$ cat src/rtl/uart_pkg.sv
// Shared definitions for the Avalon-MM UART slave: register map, STATUS
// bit positions and the state encoding used by both the TX and RX FSMs.
package uart_pkg;

    localparam logic [1:0] ADDR_DATA    = 2'd0;
    localparam logic [1:0] ADDR_STATUS  = 2'd1;
    localparam logic [1:0] ADDR_CONTROL = 2'd2;

    localparam int ST_RX_VALID  = 0;
    localparam int ST_TX_FULL   = 1;
    localparam int ST_TX_EMPTY  = 2;
    localparam int ST_TX_BUSY   = 3;
    localparam int ST_OVERRUN   = 4;
    localparam int ST_FRAME_ERR = 5;
    localparam int ST_TX_DROP   = 6;

    typedef enum logic [1:0] {
        IDLE,
        START,
        DATA,
        STOP
    } uart_state_t;

endpackage

$ cat src/rtl/uart_tx_fifo.sv
// Byte-wide synchronous FIFO feeding the UART transmitter. The head entry is
// presented combinationally so the shifter can load it on the pop cycle.
// A push on a full FIFO is accepted when a pop frees a slot that same cycle.
module uart_tx_fifo #(
    parameter int DEPTH = 16
) (
    input  logic       clk,
    input  logic       reset,
    input  logic       push,
    input  logic [7:0] push_data,
    input  logic       pop,
    output logic [7:0] head,
    output logic       full,
    output logic       empty
);

    localparam int AW = $clog2(DEPTH);

    logic [7:0]  mem [DEPTH];
    logic [AW:0] wr_ptr;
    logic [AW:0] rd_ptr;
    logic        do_push;
    logic        do_pop;

    assign empty   = (wr_ptr == rd_ptr);
    assign full    = (wr_ptr[AW] != rd_ptr[AW]) && (wr_ptr[AW-1:0] == rd_ptr[AW-1:0]);
    assign do_pop  = pop && !empty;
    assign do_push = push && (!full || do_pop);
    assign head    = mem[rd_ptr[AW-1:0]];

    // Storage array; no reset needed since the pointers define validity.
    always_ff @(posedge clk) begin
        if (do_push) begin
            mem[wr_ptr[AW-1:0]] <= push_data;
        end
    end

    // Pointer update; the extra wrap bit separates full from empty.
    always_ff @(posedge clk) begin
        if (reset) begin
            wr_ptr <= '0;
            rd_ptr <= '0;
        end else begin
            if (do_push) begin
                wr_ptr <= wr_ptr + 1'b1;
            end
            if (do_pop) begin
                rd_ptr <= rd_ptr + 1'b1;
            end
        end
    end

endmodule

$ cat src/rtl/avalon_slave_uart.sv
// Avalon-MM slave UART (8N1). Bytes written to DATA are queued in a TX FIFO
// and serialised on tx; frames arriving on rx land in a holding register
// that the master reads back through DATA. Read latency is one cycle.
module avalon_slave_uart
    import uart_pkg::*;
#(
    parameter int CLK_FREQ = 50000000,
    parameter int BAUD     = 115200,
    parameter int TX_DEPTH = 16
) (
    input  logic        clk,
    input  logic        reset,
    input  logic [1:0]  avs_address,
    input  logic        avs_read,
    input  logic        avs_write,
    input  logic [31:0] avs_writedata,
    output logic [31:0] avs_readdata,
    output logic        irq,
    input  logic        rx,
    output logic        tx
);

    localparam int CLKS_PER_BIT = CLK_FREQ / BAUD;
    localparam int CNT_W        = $clog2(CLKS_PER_BIT);
    localparam logic [CNT_W-1:0] BIT_LAST  = CNT_W'(CLKS_PER_BIT - 1);
    localparam logic [CNT_W-1:0] HALF_LAST = CNT_W'(CLKS_PER_BIT / 2 - 1);

    logic        data_wr, data_rd, status_wr, ctrl_wr;
    logic [1:0]  ctrl;
    logic        tx_drop;
    logic [31:0] status_word;
    logic        unused_wdata;

    logic        fifo_full, fifo_empty, tx_pop;
    logic [7:0]  fifo_head;

    uart_state_t      tx_state;
    logic [CNT_W-1:0] tx_cnt;
    logic [2:0]       tx_bit;
    logic [7:0]       tx_shift;
    logic             tx_busy;

    uart_state_t      rx_state;
    logic [CNT_W-1:0] rx_cnt;
    logic [2:0]       rx_bit;
    logic [7:0]       rx_shift;
    logic             rx_meta, rx_sync, rx_d;
    logic [7:0]       rx_byte;
    logic             rx_valid, overrun, frame_err;

    assign data_wr   = avs_write && (avs_address == ADDR_DATA);
    assign data_rd   = avs_read  && (avs_address == ADDR_DATA);
    assign status_wr = avs_write && (avs_address == ADDR_STATUS);
    assign ctrl_wr   = avs_write && (avs_address == ADDR_CONTROL);

    assign unused_wdata = ^avs_writedata[31:8];

    assign tx_busy = (tx_state != IDLE);
    assign tx_pop  = !fifo_empty &&
                     ((tx_state == IDLE) || ((tx_state == STOP) && (tx_cnt == BIT_LAST)));

    uart_tx_fifo #(
        .DEPTH(TX_DEPTH)
    ) u_tx_fifo (
        .clk      (clk),
        .reset    (reset),
        .push     (data_wr),
        .push_data(avs_writedata[7:0]),
        .pop      (tx_pop),
        .head     (fifo_head),
        .full     (fifo_full),
        .empty    (fifo_empty)
    );

    // Assemble the STATUS word from the live flags.
    always_comb begin
        status_word               = '0;
        status_word[ST_RX_VALID]  = rx_valid;
        status_word[ST_TX_FULL]   = fifo_full;
        status_word[ST_TX_EMPTY]  = fifo_empty;
        status_word[ST_TX_BUSY]   = tx_busy;
        status_word[ST_OVERRUN]   = overrun;
        status_word[ST_FRAME_ERR] = frame_err;
        status_word[ST_TX_DROP]   = tx_drop;
    end

    // Transmit FSM; STOP chains straight into START when more bytes wait.
    always_ff @(posedge clk) begin
        if (reset) begin
            tx_state <= IDLE;
            tx       <= 1'b1;
            tx_cnt   <= '0;
            tx_bit   <= '0;
            tx_shift <= '0;
        end else begin
            case (tx_state)
                IDLE: begin
                    tx <= 1'b1;
                    if (!fifo_empty) begin
                        tx_state <= START;
                        tx_shift <= fifo_head;
                        tx       <= 1'b0;
                        tx_cnt   <= '0;
                    end
                end
                START: begin
                    if (tx_cnt == BIT_LAST) begin
                        tx_state <= DATA;
                        tx       <= tx_shift[0];
                        tx_cnt   <= '0;
                        tx_bit   <= '0;
                    end else begin
                        tx_cnt <= tx_cnt + 1'b1;
                    end
                end
                DATA: begin
                    if (tx_cnt == BIT_LAST) begin
                        tx_cnt <= '0;
                        if (tx_bit == 3'd7) begin
                            tx_state <= STOP;
                            tx       <= 1'b1;
                        end else begin
                            tx       <= tx_shift[1];
                            tx_shift <= tx_shift >> 1;
                            tx_bit   <= tx_bit + 1'b1;
                        end
                    end else begin
                        tx_cnt <= tx_cnt + 1'b1;
                    end
                end
                STOP: begin
                    if (tx_cnt == BIT_LAST) begin
                        tx_cnt <= '0;
                        if (!fifo_empty) begin
                            tx_state <= START;
                            tx_shift <= fifo_head;
                            tx       <= 1'b0;
                        end else begin
                            tx_state <= IDLE;
                        end
                    end else begin
                        tx_cnt <= tx_cnt + 1'b1;
                    end
                end
                default: tx_state <= IDLE;
            endcase
        end
    end

    // Receive path: synchroniser, mid-bit sampling FSM and the RX flags.
    // A byte landing on the same cycle as a DATA read wins over the clear.
    always_ff @(posedge clk) begin
        if (reset) begin
            rx_meta   <= 1'b1;
            rx_sync   <= 1'b1;
            rx_d      <= 1'b1;
            rx_state  <= IDLE;
            rx_cnt    <= '0;
            rx_bit    <= '0;
            rx_shift  <= '0;
            rx_byte   <= '0;
            rx_valid  <= 1'b0;
            overrun   <= 1'b0;
            frame_err <= 1'b0;
        end else begin
            rx_meta <= rx;
            rx_sync <= rx_meta;
            rx_d    <= rx_sync;
            if (data_rd) begin
                rx_valid <= 1'b0;
            end
            if (status_wr && avs_writedata[ST_OVERRUN]) begin
                overrun <= 1'b0;
            end
            if (status_wr && avs_writedata[ST_FRAME_ERR]) begin
                frame_err <= 1'b0;
            end
            case (rx_state)
                IDLE: begin
                    if (rx_d && !rx_sync) begin
                        rx_state <= START;
                        rx_cnt   <= '0;
                    end
                end
                START: begin
                    if (rx_cnt == HALF_LAST) begin
                        rx_cnt <= '0;
                        rx_bit <= '0;
                        rx_state <= rx_sync ? IDLE : DATA;
                    end else begin
                        rx_cnt <= rx_cnt + 1'b1;
                    end
                end
                DATA: begin
                    if (rx_cnt == BIT_LAST) begin
                        rx_cnt   <= '0;
                        rx_shift <= {rx_sync, rx_shift[7:1]};
                        if (rx_bit == 3'd7) begin
                            rx_state <= STOP;
                        end else begin
                            rx_bit <= rx_bit + 1'b1;
                        end
                    end else begin
                        rx_cnt <= rx_cnt + 1'b1;
                    end
                end
                STOP: begin
                    if (rx_cnt == BIT_LAST) begin
                        rx_cnt   <= '0;
                        rx_state <= IDLE;
                        if (!rx_sync) begin
                            frame_err <= 1'b1;
                        end else if (rx_valid && !data_rd) begin
                            overrun <= 1'b1;
                        end else begin
                            rx_byte  <= rx_shift;
                            rx_valid <= 1'b1;
                        end
                    end else begin
                        rx_cnt <= rx_cnt + 1'b1;
                    end
                end
                default: rx_state <= IDLE;
            endcase
        end
    end

    // Register file: CONTROL, tx_drop, registered read data and irq.
    always_ff @(posedge clk) begin
        if (reset) begin
            ctrl         <= '0;
            tx_drop      <= 1'b0;
            avs_readdata <= '0;
            irq          <= 1'b0;
        end else begin
            if (ctrl_wr) begin
                ctrl <= avs_writedata[1:0];
            end
            if (status_wr && avs_writedata[ST_TX_DROP]) begin
                tx_drop <= 1'b0;
            end
            if (data_wr && fifo_full && !tx_pop) begin
                tx_drop <= 1'b1;
            end
            if (avs_read) begin
                case (avs_address)
                    ADDR_DATA:    avs_readdata <= {24'b0, rx_byte};
                    ADDR_STATUS:  avs_readdata <= status_word;
                    ADDR_CONTROL: avs_readdata <= {30'b0, ctrl};
                    default:      avs_readdata <= '0;
                endcase
            end
            irq <= (rx_valid & ctrl[0]) | (fifo_empty & ~tx_busy & ctrl[1]);
        end
    end

endmodule
$ cat config.mk
export PLATFORM = sky130hd
export DESIGN_NAME = avalon_slave_uart
export DESIGN_NICKNAME = d
export VERILOG_FILES = /design/src/rtl/uart_pkg.sv /design/src/rtl/uart_tx_fifo.sv /design/src/rtl/avalon_slave_uart.sv
export SDC_FILE = /design/constraint.sdc
export NUM_CORES = 1
export LEC_CHECK = 0
export ABC_AREA = 1
export CAP_MARGIN = 30
export CORE_MARGIN = 2
export CORE_UTILIZATION = 55
export DETAILED_ROUTE_END_ITERATION = 16
export HOLD_SLACK_MARGIN = 0.12
export PLACE_DENSITY_LB_ADDON = 0.25
export SKIP_CTS_REPAIR_TIMING = 1
export SLEW_MARGIN = 40
export SYNTH_ARGS = -nofsm -noshare
export SYNTH_HDL_FRONTEND = slang
export SYNTH_SLANG_ARGS = --single-unit
$ cat constraint.sdc
create_clock -name clk -period 6.2 [get_ports clk]
set_clock_uncertainty 0.15 [all_clocks]
set_input_delay 0.93 -clock clk [delete_from_list [all_inputs] [get_ports clk]]
set_output_delay 0.93 -clock clk [all_outputs]
set_load 0.05 [all_outputs]
==> results of run 1 <==
## synth_stat cells, drive strengths merged
cell	count	area, um^2
clkinv	3	12.5
clkbuf	29	109
xor2	6	52.6
ha	20	250
or2	5	31.3
a211oi	2	15.0
a21oi	64	324
dfxtp	85	1700
inv	88	333
nand2	194	766
nand4	7	43.8
nor3	9	50.1
nand3	97	485
nor2	153	579
conb	1	3.75
o211ai	20	150
and2	1	6.26
o21ai	80	404
o22ai	2	12.5
buf	38	265
edfxtp	128	3840
xnor2	3	26.3
## layer usage
layer | global-route usage | vias to the layer above | routed length [um] | share of wire
li1 | - | 3425 | - | -
met1 | 0.302 | 3199 | 8700 | 0.44
met2 | 0.368 | 202 | 9330 | 0.48
met3 | 0.0299 | 32 | 1160 | 0.059
met4 | 0.0642 | 0 | 408 | 0.021
met5 | 0 | - | 0 | 0
## registers in the layout, summed over array words and instances, names as in the netlist, 3 cells and up, named ones only
signal	count
tx_shift	8
rx_cnt	9
tx_bit	3
u_tx_fifo.mem	128
avs_readdata	8
rx_bit	3
rx_byte	8
u_tx_fifo.wr_ptr	5
tx_cnt	9
rx_shift	8
u_tx_fifo.rd_ptr	5
## cell families after synthesis
| kind of cell | Yosys count | share of synthesized area |
|---|---|---|
| and+or+nand+nor | 466 | 0.207 |
| DFF | 213 | 0.586 |
| xor gates and xnor gates | 9 | 0.00833 |
| other | 1 | 0.000396 |
| AOI/OAI and AO/OA | 168 | 0.0957 |
| buffers and inverters | 158 | 0.0760 |
| adders and majority gates | 20 | 0.0264 |
## worst max path at each step
stage / startpoint / end / slack [ns]
floorplan: avs_address[0] / u_tx_fifo.mem[7][0] / 3.42
global placement: avs_address[1] / u_tx_fifo.mem[7][5] / 2.46
detailed placement: avs_address[1] / u_tx_fifo.mem[11][4] / 2.68
CTS: tx_cnt[0] / u_tx_fifo.mem[11][1] / 3.19
global route: tx_cnt[0] / u_tx_fifo.mem[11][1] / 2.88
finish: tx_cnt[0] / u_tx_fifo.mem[11][1] / 3.14
## where the power goes
part           internal [uW]  leakage [uW]  switching, uW
combinational            271       0.00175            633
clock                    785      0.000349            530
sequential              1560       0.00184           57.7
## critical path, cell delays in order (launching register included)
cell     delay [ns]
dfxtp_1        0.39
ha_1           0.18
nand2_1        0.05
nor2_1         0.10
nand2_1        0.16
o21ai_0        0.20
nand2_1        0.26
nand2_2        0.21
nand2_4        0.09
inv_4          0.10
nand2_1        0.15
nor2_1         0.65
## area by class of cell
class                      count  area (um^2)
tap                          220          275
multi-input combinational    687         3290
fill                        1389         6260
clock inverter                 2         35.0
timing repair buffer          27          263
sequential                   213         5550
inverter                      91          348
clock buffer                  38          682
## through the flow
stage / setup WS, ns / cell area, um^2 / std cells / hold slack [ns]
3_3_place_gp: 2.46 / 9720 / 1238 / 0.242
5_1_grt: 2.88 / 10400 / 1278 / 0.271
4_1_cts: 3.19 / 10400 / 1278 / 0.257
2_1_floorplan: 3.42 / 9550 / 1058 / 0.239
6_report: 3.14 / 10400 / 1278 / 0.257
3_5_place_dp: 2.68 / 9720 / 1238 / 0.243
==> flow_summary.toml, run 1 <==
[place]
routabilityCongestion = 0.815
half_perimeter_wire_length_after_placement_mm = 12.1
number_of_buffer_cells_added_on_primary_ports = 24

[timing]
relSlewSlack = 0.452
ratio_of_final_minimum_period_to_clock_period = 0.493
fmax_mhz = 327
actual_transition_at_the_worst_max_transition_pin_ns = 0.820
rsz0062_at_grt = "false"
hold_viol = 0
final_max_slew_viol_count = 0
setup_violations = 0
setup_tns_ns = 0
period_needed_ns = 3.06

[drt]
detailedRoute.firstPassIterationCount = 5
final_antenna_net_count = 0
post_drt_wl_per_cell_um = 15.3
drt-total-wl_mm = 19.6
vias = 6858
drc_errors = 0
drt_iter0_markers = 596
routed_via_density = 5.37

[cells_and_area]
layout.nets = 1101
syn2layout_area_growth_pct = 10.3
final_cell_mix = "nand2_1, nor2_1, edfxtp_1"
drive_gt1_frac = 0.0577
antennaDiodeCount = 0
layout.cells.most_common = "nand2_1"
layout.core_utilization = 0.625

[floorplanning]
floorplan.initialDensity = 0.567
placement_rows = 47
die_h_um = 135
x_dimension_of_the_die_um = 135
die_area_um2 = 18300
placeableCoreArea_um2 = 16700
ioPinCount = 73

[outcome]
run_status = "completed"

[grt]
grt_max_degree = 82
grt_usage = 0.220
first_pass_grt_wire_length_mm = 31.8
grt_antenna_before_repair = 0
number_of_global_route_vias_before_repair = 6448
grt_overflow_total = 0

[min_path]
hold_class = "reg -> reg"
holdPathEnd = "rx_sync"
number_of_cells_on_the_worst_hold_path = 1
hp-start = "rx_meta"

[setup_path]
criticalPathCategory = "reg -> reg"
worst-path-max-fanout = 11
rr_worst_depth = 11
kind_of_start_point_of_the_critical_path = "flip-flop"
required_arrival_time_at_the_worst_endpoint_ns = 6.18
r2r_start = "tx_cnt[0]"
worstPathArrival_ns = 3.04
r2r_end = "u_tx_fifo.mem[11][1]"
critPathCaptureType = "flip-flop"
ff2ff_setup_slack_ns = 3.14

[power]
vdd_drop_max_v = 0.000221
post-layout-total-power_uw = 3830
static-leakage-power_uw = 0.00394
pwr_density_cell_nw_per_um2 = 367

[cts]
worstSkewPairLatency_ns = 0.51
clock_tree.root_cell = "clkbuf_16"
clockBufferDepth = 3
cts-buffers-inserted = 22
path_clk_slew_ns = 0.06
clock_tree_from_tritoncts = "built"
htree_levels = 1
cts.sink_count = 213

[logic_synthesis]
synthesis.area_um2 = 9470
synth.ff_latch_count = 213
synth_warnings = 0
library_cells_used_by_synthesis = 35
syn-instance-count = 1035
synthesis.area_per_instance_um2 = 9.15
ys_seq_area_frac = 0.586

[job]
max-cap-violations = 0
No activity file was read; power rests on OpenSTA's default activity.
==> run 2: changes to the inputs <==
- CORE_UTILIZATION: 55 -> 53
- clock period: 6.2 -> 2.7 ns (I/O delays scaled with it)
==> run 2 against run 1 <==
Compared with the run above: combinational power grew 140%; utilization shrank 0.78 points; first-iteration DRC count grew 4.2%; worst setup slack lost 2.8 ns; cell area grew 2.6%; non-clock buffer count grew 31; hold slack gained 0.0022 ns.
==> flow_summary.toml, run 2 (same netlist as run 1, synthesis figures left out) <==
[floorplanning]
x_dimension_of_the_die_um = 138
die_area_um2 = 18900
placeableCoreArea_um2 = 17400
die_h_um = 138
floorplan.initialDensity = 0.545
ioPinCount = 73
placement_rows = 48

[cts]
cts.sink_count = 213
htree_levels = 1
cts-buffers-inserted = 22
worstSkewPairLatency_ns = 0.50
clockBufferDepth = 3
clock_tree.root_cell = "clkbuf_16"
clock_tree_from_tritoncts = "built"
path_clk_slew_ns = 0.06

[drt]
final_antenna_net_count = 0
detailedRoute.firstPassIterationCount = 5
drc_errors = 0
vias = 6976
drt_iter0_markers = 621
drt-total-wl_mm = 19.9
routed_via_density = 5.31
post_drt_wl_per_cell_um = 15.2

[timing]
relSlewSlack = 0.488
setup_violations = 0
rsz0062_at_grt = "false"
final_max_slew_viol_count = 0
ratio_of_final_minimum_period_to_clock_period = 0.884
hold_viol = 0
period_needed_ns = 2.39
actual_transition_at_the_worst_max_transition_pin_ns = 0.766
fmax_mhz = 419
setup_tns_ns = 0
fin_hold_ws_ns = 0.259

[setup_path]
r2r_start = "tx_cnt[0]"
worst-path-max-fanout = 8
critPathCaptureType = "flip-flop"
ff2ff_setup_slack_ns = 0.31
kind_of_start_point_of_the_critical_path = "flip-flop"
criticalPathCategory = "reg -> reg"
required_arrival_time_at_the_worst_endpoint_ns = 2.75
worst_setup_path_startpoint = "tx_cnt[0]"
worstPathArrival_ns = 2.44

[cells_and_area]
fillCellCount = 1442
drive_gt1_frac = 0.0845
final_cell_mix = "nand2_1, nor2_1, edfxtp_1"
antennaDiodeCount = 0
layout.nets = 1132
largest_register_ff_count = 128
syn2layout_area_growth_pct = 13.2
stdcell_count = 1314
layout.cells.most_common = "nand2_1"

[place]
half_perimeter_wire_length_after_placement_mm = 12.6
number_of_buffer_cells_added_on_primary_ports = 24
post-place-cells = 1274
routabilityCongestion = 0.838

[outcome]
run_status = "completed"

[grt]
grt_antenna_before_repair = 0
number_of_global_route_vias_before_repair = 6334
grt_overflow_total = 0
grt_max_degree = 81
global_route_track_usage_on_met1 = 0.309
first_pass_grt_wire_length_mm = 31.9
globalRouteMet2Util = 0.345
grt_usage = 0.217
globalRoute.busiestLayer = "met2"
use_met3 = 0.0305

[power]
vdd_drop_max_v = 0.000540
pwr_density_cell_nw_per_um2 = 833
static-leakage-power_uw = 0.00413

[min_path]
hp-start = "rx_meta"
hold_class = "reg -> reg"

[job]
max-cap-violations = 0
run 2: cell count changes in the layout (fill, tap and decap cells not counted), moves of 2 or more:
cell | previous run | this run
buf_4 | 3 | 32
buf_12 | 0 | 2
clkinv_1 | 2 | 5
clkinv_2 | 2 | 4
clkbuf_1 | 10 | 5
run 2: routing by layer:
metal | vias to the layer above | part of all wire | wire length [um]
met3 | 35 | 0.062 | 1240
met1 | 3248 | 0.45 | 9050
met2 | 205 | 0.46 | 9230
li1 | 3488 | - | -
met5 | - | 0 | 0
met4 | 0 | 0.021 | 417
run 2: path summary, 6_finish.rpt:
kind | cells past startpoint | end
setup / recovery | 12 | u_tx_fifo.mem[7][4]
hold / removal | 1 | rx_sync
setup reg to reg | 12 | u_tx_fifo.mem[7][4]
hold reg to reg | 1 | rx_sync
run 2: worst max-delay path: stages (launching register included):
cell     delay, ns
dfxtp_1       0.39
ha_1          0.17
nand2_1       0.05
nor2_1        0.10
nand2_1       0.08
o21ai_0       0.17
nand2_1       0.12
nand2_2       0.13
nand2_4       0.09
inv_4         0.10
nand2_1       0.12
nor3_1        0.19
buf_4         0.22
run 2: cell type report:
type / instances / area, um^2 / share of cell area
inverters: 91 / 345 / 0.0322
clock buffers: 32 / 649 / 0.0606
multi-input cells: 687 / 3290 / 0.307
repair buffers: 58 / 520 / 0.0486
flip-flops and latches: 213 / 5550 / 0.518
well taps: 225 / 282 / 0.0263
clock inverters: 8 / 86.3 / 0.00806
run 2: where the power goes:
| group | total (uW) | internal, uW | switching, uW |
|---|---|---|---|
| sequential | 3680 | 3580 | 103 |
| clock | 3040 | 1850 | 1190 |
| combinational | 2210 | 700 | 1510 |
run 2: metrics by stage:
stage / total power (uW) / utilization / instance area (um^2) / worst slack (ns)
final: 8930 / 0.617 / 10700 / 0.313
after global routing: 9390 / 0.617 / 10700 / 0.0715
after CTS: 8980 / 0.617 / 10700 / 0.304
after detailed placement: 5940 / 0.575 / 9980 / 0.239
after global placement: 5900 / 0.575 / 9980 / 0.279
after floorplan: 5420 / - / 9550 / 0.239
==> run 3: changes to the inputs <==
- CORE_UTILIZATION: 53 -> 55
- clock period: 2.7 -> 2.4 ns (I/O delays scaled with it)
==> run 3 against run 2 <==
Compared with the run above: sequential power grew 12%; critical endpoint is now u_tx_fifo.mem[7][7]; sequential share of layout area decreased by 0.27 points; worst setup slack got worse by 0.15 ns; die area decreased by 3.5%; highest routed layer unchanged; clock-buffer cell count fell by 1; largest cell class unchanged.
==> flow_summary.toml, run 3 (same netlist as run 1, synthesis figures left out) <==
[setup_path]
criticalPathCategory = "reg -> reg"
worst_path_cell_with_the_longest_stage_delay = "dfxtp_1"
critical_path.most_common_cell = "nand2_1"
kind_of_start_point_of_the_critical_path = "flip-flop"
critPathCaptureType = "flip-flop"
cp.buffers_inverters = 3
max_stage_delay_ns = 0.33
crit_path_cell_trace = "inv_1 > ha_1 > nand2_1 > nor2_1 > nand2_1 > o21ai_1 > nand2_1 > nand2_2 > nand2_4 > inv_4 > nand2_1 > nor3_2 > buf_4"
worst-path-max-fanout = 8
critical-path-top-delay-family = "simple AND/OR/NAND/NOR gates"
required_arrival_time_at_the_worst_endpoint_ns = 2.45
worstPathArrival_ns = 2.28

[place]
half_perimeter_wire_length_after_placement_mm = 12.8
number_of_buffer_cells_added_on_primary_ports = 24
routabilityCongestion = 0.903
post-place-ws_ns = -0.00297

[floorplanning]
ioPinCount = 73
die_h_um = 135
floorplan.initialDensity = 0.567
die_area_um2 = 18300
x_dimension_of_the_die_um = 135
placement_rows = 47
placeableCoreArea_um2 = 16700

[power]
vdd_drop_max_v = 0.000662
pwr_density_cell_nw_per_um2 = 931
static-leakage-power_uw = 0.00415
post-layout-total-power_uw = 10000

[drt]
detailedRoute.firstPassIterationCount = 7
vias = 6962
drt-total-wl_mm = 19.4
routed_via_density = 5.28
drc_errors = 0
post_drt_wl_per_cell_um = 14.7
drt_iter0_markers = 547
final_antenna_net_count = 0

[timing]
actual_transition_at_the_worst_max_transition_pin_ns = 0.651
setup_tns_ns = 0
final_max_slew_viol_count = 0
relSlewSlack = 0.565
ratio_of_final_minimum_period_to_clock_period = 0.932
postLayoutSetupSlackWorst_ns = 0.164
fin_hold_ws_ns = 0.263
setup_violations = 0
period_needed_ns = 2.24
hold_viol = 0
fmax_mhz = 447

[cells_and_area]
layout.nets = 1141
layout.cells.most_common = "nand2_1"
layout.area.seq_um2 = 5550
largest_register_ff_count = 128
antennaDiodeCount = 0
drive_gt1_frac = 0.100
fillCellCount = 1362
area_of_the_multi_input_gates_um2 = 3300
syn2layout_area_growth_pct = 13.9
final_cell_mix = "nand2_1, nor2_1, edfxtp_1"

[grt]
grt_antenna_before_repair = 0
number_of_global_route_vias_before_repair = 6497
first_pass_grt_wire_length_mm = 31.6
grt_usage = 0.216
grt_overflow_total = 0
grt_max_degree = 51

[cts]
htree_levels = 1
path_clk_slew_ns = 0.06
clock_tree_from_tritoncts = "built"
cts.sink_count = 213
clockBufferDepth = 3
clock_tree.root_cell = "clkbuf_16"
cts-buffers-inserted = 22
worstSkewPairLatency_ns = 0.50

[min_path]
hold_class = "reg -> reg"

[job]
max-cap-violations = 0

[outcome]
run_status = "completed"
## run 3: area by class of cell
class                      count  share of cell area
multi-input combinational    687               0.307
timing repair buffer          67              0.0534
clock inverter                 9             0.00940
inverter                      91              0.0320
tap                          220              0.0255
sequential                   213               0.515
clock buffer                  31              0.0581
## run 3: worst paths after layout
path | from | endpoint | slack (ns) | cells after the start
min | rx_meta | rx_sync | 0.26 | 1
min reg2reg | rx_meta | rx_sync | 0.26 | 1
max reg2reg | tx_cnt[1] | u_tx_fifo.mem[7][7] | 0.16 | 13
max | tx_cnt[1] | u_tx_fifo.mem[7][7] | 0.16 | 13
## run 3: layer usage
metal / GRT usage / wire length [um] / vias to the layer above
li1: - / - / 3510
met1: 0.294 / 8640 / 3247
met2: 0.362 / 9330 / 178
met3: 0.0348 / 1110 / 27
met4: 0.0637 / 338 / 0
met5: 0 / 0 / -
## run 3: stage by stage
step	instance area, um^2	std cells	utilization
2_1_floorplan	9560	1058	-
3_3_place_gp	10000	1278	0.601
3_5_place_dp	10000	1278	0.601
4_1_cts	10800	1318	0.644
5_1_grt	10800	1318	0.645
6_report	10800	1318	0.645
## run 3: power by group
group          leakage [uW]  total (uW)  internal (uW)  switching (uW)
Sequential          0.00184        4140           4020             117
Combinational       0.00196        2510            815            1700
Clock              0.000347        3380           2030            1350
